`src/rtl/counter_30_0_reader.sv`:
```
// Snapshot reader for the counter_30_0 BCD outputs.
// Synchronizes a raw button, takes a double-sampled snapshot of {tens,units},
// validates and converts it to binary, and monitors the count for expiry at 00.
// Ports:
//   clock, reset_n       rising-edge clock, asynchronous active-low reset
//   button               raw asynchronous capture request
//   tens, units          counter BCD digits
//   clear_expired        drops the sticky expired flag
//   value                last valid snapshot in binary
//   snapshot_valid       a valid snapshot has been taken since reset
//   done                 one-cycle pulse at the end of each capture attempt
//   error, error_code    result of the last attempt (01 BCD, 10 range, 11 unstable)
//   busy                 capture FSM not idle
//   expired              sticky: counter seen at 00 on two consecutive cycles
module counter_30_0_reader #(
    parameter int unsigned SYNC_STAGES = 2,
    parameter int unsigned MAX_VALUE   = 30,
    parameter int unsigned MAX_RETRY   = 3
) (
    input  logic       clock,
    input  logic       reset_n,
    input  logic       button,
    input  logic [1:0] tens,
    input  logic [3:0] units,
    input  logic       clear_expired,
    output logic [4:0] value,
    output logic       snapshot_valid,
    output logic       done,
    output logic       error,
    output logic [1:0] error_code,
    output logic       busy,
    output logic       expired
);

    localparam int unsigned SNAP_W  = 6;
    localparam int unsigned VALUE_W = 5;
    localparam int unsigned RETRY_W = (MAX_RETRY > 2) ? $clog2(MAX_RETRY) : 1;

    localparam logic [1:0] CODE_NONE     = 2'b00;
    localparam logic [1:0] CODE_BCD      = 2'b01;
    localparam logic [1:0] CODE_RANGE    = 2'b10;
    localparam logic [1:0] CODE_UNSTABLE = 2'b11;

    typedef enum logic [1:0] {
        IDLE    = 2'd0,
        SAMPLE  = 2'd1,
        COMPARE = 2'd2,
        CONVERT = 2'd3
    } state_t;

    state_t                 state_q;
    state_t                 state_d;

    logic [SYNC_STAGES-1:0] sync_q;
    logic                   sync_prev_q;
    logic                   press_q;

    logic [SNAP_W-1:0]      snap;
    logic [SNAP_W-1:0]      s_a_q;
    logic [SNAP_W-1:0]      s_a_d;
    logic [SNAP_W-1:0]      s_a_sum;
    logic [RETRY_W-1:0]     retry_q;
    logic [RETRY_W-1:0]     retry_d;

    logic [VALUE_W-1:0]     value_d;
    logic                   valid_d;
    logic                   done_d;
    logic                   error_d;
    logic [1:0]             code_d;

    logic                   zero_now;
    logic                   zero_seen_q;

    assign snap     = {tens, units};
    assign zero_now = (snap == '0);
    assign s_a_sum  = SNAP_W'(s_a_q[5:4]) * SNAP_W'(10) + SNAP_W'(s_a_q[3:0]);

    // Button synchronizer and rising-edge press pulse; the chain resets high
    // so a button held through reset never looks like a new press.
    always_ff @(posedge clock or negedge reset_n) begin
        if (!reset_n) begin
            sync_q      <= '1;
            sync_prev_q <= 1'b1;
            press_q     <= 1'b0;
        end else begin
            sync_q      <= {sync_q[SYNC_STAGES-2:0], button};
            sync_prev_q <= sync_q[SYNC_STAGES-1];
            press_q     <= sync_q[SYNC_STAGES-1] & ~sync_prev_q;
        end
    end

    // FSM state register
    always_ff @(posedge clock or negedge reset_n) begin
        if (!reset_n) begin
            state_q <= IDLE;
        end else begin
            state_q <= state_d;
        end
    end

    // Next-state logic
    always_comb begin
        state_d = state_q;
        case (state_q)
            IDLE:    if (press_q) state_d = SAMPLE;
            SAMPLE:  state_d = COMPARE;
            COMPARE: begin
                if (snap == s_a_q) begin
                    state_d = CONVERT;
                end else if (retry_q == RETRY_W'(MAX_RETRY - 1)) begin
                    state_d = IDLE;
                end else begin
                    state_d = SAMPLE;
                end
            end
            CONVERT: state_d = IDLE;
            default: state_d = IDLE;
        endcase
    end

    // Datapath and output next values
    always_comb begin
        s_a_d   = s_a_q;
        retry_d = retry_q;
        value_d = value;
        valid_d = snapshot_valid;
        error_d = error;
        code_d  = error_code;
        done_d  = 1'b0;
        case (state_q)
            IDLE: begin
                if (press_q) retry_d = '0;
            end
            SAMPLE: begin
                s_a_d = snap;
            end
            COMPARE: begin
                if (snap != s_a_q) begin
                    if (retry_q == RETRY_W'(MAX_RETRY - 1)) begin
                        error_d = 1'b1;
                        code_d  = CODE_UNSTABLE;
                        done_d  = 1'b1;
                    end else begin
                        retry_d = retry_q + RETRY_W'(1);
                    end
                end
            end
            CONVERT: begin
                done_d = 1'b1;
                // BCD validity takes priority over the range check
                if (s_a_q[3:0] > 4'd9) begin
                    error_d = 1'b1;
                    code_d  = CODE_BCD;
                end else if (s_a_sum > SNAP_W'(MAX_VALUE)) begin
                    error_d = 1'b1;
                    code_d  = CODE_RANGE;
                end else begin
                    value_d = VALUE_W'(s_a_sum);
                    valid_d = 1'b1;
                    error_d = 1'b0;
                    code_d  = CODE_NONE;
                end
            end
            default: ;
        endcase
    end

    // Registered outputs and datapath; busy follows the next state so it is
    // high exactly while the FSM is out of IDLE.
    always_ff @(posedge clock or negedge reset_n) begin
        if (!reset_n) begin
            s_a_q          <= '0;
            retry_q        <= '0;
            value          <= '0;
            snapshot_valid <= 1'b0;
            done           <= 1'b0;
            error          <= 1'b0;
            error_code     <= CODE_NONE;
            busy           <= 1'b0;
        end else begin
            s_a_q          <= s_a_d;
            retry_q        <= retry_d;
            value          <= value_d;
            snapshot_valid <= valid_d;
            done           <= done_d;
            error          <= error_d;
            error_code     <= code_d;
            busy           <= (state_d != IDLE);
        end
    end

    // Expiry monitor, independent of the FSM; a set beats a same-cycle clear.
    always_ff @(posedge clock or negedge reset_n) begin
        if (!reset_n) begin
            zero_seen_q <= 1'b0;
            expired     <= 1'b0;
        end else begin
            zero_seen_q <= zero_now;
            expired     <= (zero_seen_q & zero_now) | (expired & ~clear_expired);
        end
    end

endmodule

```
`config.mk`:
```
export PLATFORM = sky130hd
export DESIGN_NAME = counter_30_0_reader
export DESIGN_NICKNAME = d
export VERILOG_FILES = /design/src/rtl/counter_30_0_reader.sv
export SDC_FILE = /design/constraint.sdc
export NUM_CORES = 1
export LEC_CHECK = 0
export CORE_MARGIN = 3
export CORE_UTILIZATION = 55
export DETAILED_ROUTE_END_ITERATION = 8
export HOLD_SLACK_MARGIN = 0.12
export PLACE_DENSITY = 0.92
export SLEW_MARGIN = 0
export SYNTH_ARGS = -nofsm -noshare
export SYNTH_HDL_FRONTEND = slang
export SYNTH_SLANG_ARGS = --single-unit
```
`constraint.sdc`:
```
create_clock -name clock -period 5.85 [get_ports clock]
set_input_delay 1.755 -clock clock [delete_from_list [all_inputs] [get_ports clock]]
set_output_delay 1.755 -clock clock [all_outputs]
set_load 0.05 [all_outputs]
```
# Word level (Yosys, flattened, before mapping)
# Cells that the tools add are included.
# word_totals
word_cells	66
regBits	27
in_bits	10
output_inout_bits	12
# op_classes
order_cmp	2
multipliers	1
n_mux	21
n_bitwise	8
eq_ne	10
add_sub_neg	2
n_reduce_logical	8
# ops
operator	n
2-to-1 mux 2 bit	9
inequality test 2 bit (second input constant)	4
one-hot mux 2 bit (2 select lines)	2
one-hot mux 2 bit (4 select lines)	1
2-to-1 mux 1 bit	7
adder 6 x 4 -> 6 bit	1
== test 2 bit (second input constant)	3
== test 6 bit	1
greater-than comparator 6 x 5 -> 1 bit (second input constant)	1
logical NOT 6 bit	1
inequality test 6 bit	1
AND reduction 3 bit	2
nonzero test 2 bit	3
multiplier 2 x 3 -> 5 bit (second input constant)	1
greater-than comparator 4 bit (second input constant)	1
inverter 1 bit	4
one-hot mux 1 bit (2 select lines)	2
AND reduction 4 bit	1
AND 1 bit	3
adder 2 x 1 -> 2 bit (second input constant)	1
== test 2 x 1 -> 1 bit (second input constant)	1
logical NOT 2 bit	1
bitwise OR 1 bit	1

# Depth between registers and ports, before layout
# depth
word_depth	6
depth_mapped	9
mapped_depth_nobuf	8

# Worst setup path after synthesis
# OpenSTA, ideal clock, no wires.
# synth_timing
kind	input port to flip-flop
start	input port units[0]
end	register retry_q[1]
t_arrival_ns	2.696
setup_slack_ns	3.026
cell_stages	5
n_path_buf	0
setup_time_ns	0.128
required_ns	5.722
cell_sequence	xor2_1 -> nor3_1 -> nand3_1 -> nand2b_1 -> mux2_1
# synth_between
elab_chain_len	3
# synth_rtl
element	line	text
from (decl)	24	input logic [3:0] units,
inequality test 6 bit	138	if (snap != s_a_q) begin
inequality test 2 bit (no source line)	n/a	
AND reduction 4 bit (no source line)	n/a	
to (signal assigned)	182	retry_q <= retry_d;
to (decl)	62	logic [RETRY_W-1:0] retry_q;
# No other way between the ends.
# A chain may end at the register's enable or synchronous reset.

# Final worst setup path
# layout_timing
start	register value[1]
end	output port value[1]
# layout_rtl
element	line	text
from (decl)	26	output logic [4:0] value,
from (signal assigned)	183	value <= value_d;
# No word-level cell between the ends.

==> impl_results.md <==
* Max cap viols at 0
* Iter 0 DRT Violations at 8
* Layout area overhead at 20.3%
* Setup bufs post-CTS at 0
* Cells after synthesis at 108
* PwrDens at 562 nW/um^2
* CTS Buffer Depth at 2
* Rows at 16
* CP startpoint kind: flip-flop
* Synth warn at 0
* Diodes inserted at 0
* WL/cell at 13.8 microns
* Critical path arrival at 1520 ps
* Outcome: finished clean
* Layout cell share with drive strength beyond 1 at 0.0923
* Tcrit/Tclk final at 0.559
* Fmax at 306 MHz
* Initial antenna violation count at 0
* Worst-path clk slew at 140 ps
* Cell variety after synth at 29
* Critical path's slowest cell: clkdlybuf4s50_1
* Core Area at 2060 sq um
* Io pins at 22
* Slew Limit Fails at 0
* Period minus WS final at 3270 ps
* Synthesized area at 1250 sq um
* Hold_buf cts at 0
* Critical path class: flip-flop to output pin
* RSZ-0062 raised after global routing: no
* Dpl ws at 2410 ps
* Number of buffers created by CTS at 3
* Total global-route track usage at 0.185
* Leakage at 0.680 nW
* Worst-Margin Slew at 1170 ps
* Total number of vias at 827
* Buf/Inv on CP at 1
* Number of port buffers at 21
* Register bit total from synthesis at 27
* Required @ worst endpoint at 4090 ps
* DRC errors left at 0
* Max Clock Skew at 6.02 ps
* Die height at 53.7 microns
* Fin nets at 146
* CTS tree: built
* CTS root buffer: clkbuf_4
* Drt pass-1 iters at 4
* Commonest non-fill, non-tap cell in the layout: dfrtp_1
* Crit-path max FO at 2
* Fin. Hold Viols at 0
* Final wirelength at 2170 microns
* Post-cts sizing count at 0
* Setup violators final at 0
* Most frequent cells in the layout: 24 x dfrtp_1, 21 x clkdlybuf4s50_1, 9 x nand2_1, 7 x inv_1, 7 x nor2_1
* First-pass GRT wire length at 3730 microns
* Skew-Pair Late Insertion Delay at 330 ps
* Worst vdd ir at 0.000336 V
* Vias per inst at 5.27
* RePlAce Congestion at 0.818
* Synth Area per Inst at 11.6 sq um
* Vias in the first global route at 859
* Crit-path leading delay family: buffers and inverters
* DIE WIDTH at 53.7 microns
* Placed wire-length estimate at 1620 microns
* Hold Crit Class: flip-flop to flip-flop
* TritonCTS Sinks at 27
* Starting Density at 0.607
* Final setup margin at 2580 ps
* DIE AREA at 2880 sq um
* TNS Setup at 0 ps
* Mapped Nets at 123
* Crit end category: output pin
* Seq/Total Area, Yosys at 0.543
* DRT antenna net count at 0
* Final Util at 0.730
* Slowest stage delay, CP at 810 ps
* Global route overflow at 0
* Slew headroom at 0.217
* Number of H-tree levels at 1
* Crit-path cells: clkdlybuf4s50_1
* Largest net degree at the start of global routing at 28
## per-stage QoR
stage | hold WS [ps] | cells | instance area, sq um | power [mW]
after floorplan | 345 | 108 | 1250 | 0.646
after global placement | 350 | 153 | 1480 | 0.746
after detailed placement | 349 | 153 | 1480 | 0.770
after CTS | 368 | 157 | 1510 | 0.855
after global routing | 377 | 157 | 1510 | 0.908
final | 367 | 157 | 1510 | 0.846
## cell families after synthesis
logic type | count (synthesis) | share of synthesized area
xor+xnor | 8 | 0.0560
flops | 27 | 0.543
simple gates | 33 | 0.129
fa+ha+maj | 5 | 0.0560
mux | 11 | 0.109
compound gates | 14 | 0.0700
buf+inv | 10 | 0.0370
## sequential cells by signal, summed over array words and instances, names as in the netlist
name            cells
expired             1
zero_seen_q         1
snapshot_valid      1
state_q             2
retry_q             2
error               1
press_q             1
sync_q              2
value               5
s_a_q               6
busy                1
done                1
sync_prev_q         1
error_code          2
## synthesized netlist by cell type
cell type | number | share of area
nor3b_1 | 1 | 0.0060
dfrtp_1 | 24 | 0.48
dfstp_2 | 3 | 0.063
xor2_1 | 6 | 0.042
inv_1 | 7 | 0.021
o31ai_1 | 1 | 0.0060
o21ai_1 | 1 | 0.0040
nand3_1 | 3 | 0.012
xnor2_1 | 2 | 0.014
nor2b_1 | 5 | 0.025
nand2_1 | 9 | 0.027
mux2_1 | 5 | 0.045
a21o_1 | 3 | 0.018
o21a_1 | 1 | 0.0060
nor3_1 | 3 | 0.012
clkbuf_1 | 1 | 0.0030
buf_2 | 1 | 0.0040
a21oi_2 | 1 | 0.0070
a21oi_1 | 1 | 0.0040
ha_1 | 4 | 0.040
nand2b_1 | 4 | 0.020
fa_1 | 1 | 0.016
mux2_4 | 4 | 0.048
o21ai_0 | 5 | 0.020
or4_1 | 1 | 0.0060
a31oi_1 | 1 | 0.0050
nor2_1 | 7 | 0.021
mux2i_1 | 2 | 0.016
buf_6 | 1 | 0.0090
## routing by layer
metal	vias up	global-route usage	routed length, microns
met4	0	0.111	51
li1	404	-	-
met2	22	0.317	1050
met5	-	0	0
met3	5	0.0332	94
met1	396	0.214	970
## path summary, 6_finish.rpt
check	startpoint	end	slack, ps	cells past startpoint
worst min-delay path	sync_q[0]	sync_q[1]	370	0
min in group asynchronous	reset_n	snapshot_valid	2030	1
worst max-delay path	value[1]	value[1]	2580	1
worst min register to register	sync_q[0]	sync_q[1]	370	0
max in group asynchronous	reset_n	zero_seen_q	3130	1
worst max register to register	s_a_q[4]	value[3]	3530	8
## layout make-up
cell class	instances	area [sq um]
clock buffer	3	22.5
clock inverter	1	7.51
fill	149	557
inverter	7	26.3
multi-input combinational	71	526
sequential	27	679
tap	27	33.8
timing repair buffer	21	210
## where the power goes
| part | leakage, nW | internal [mW] | total (mW) | switching [mW] |
|---|---|---|---|---|
| sequential | 0.324 | 0.253 | 0.314 | 0.0607 |
| clock | 0.0139 | 0.0262 | 0.0812 | 0.0550 |
| combinational | 0.343 | 0.192 | 0.451 | 0.259 |
No activity file was read; power rests on OpenSTA's default activity.
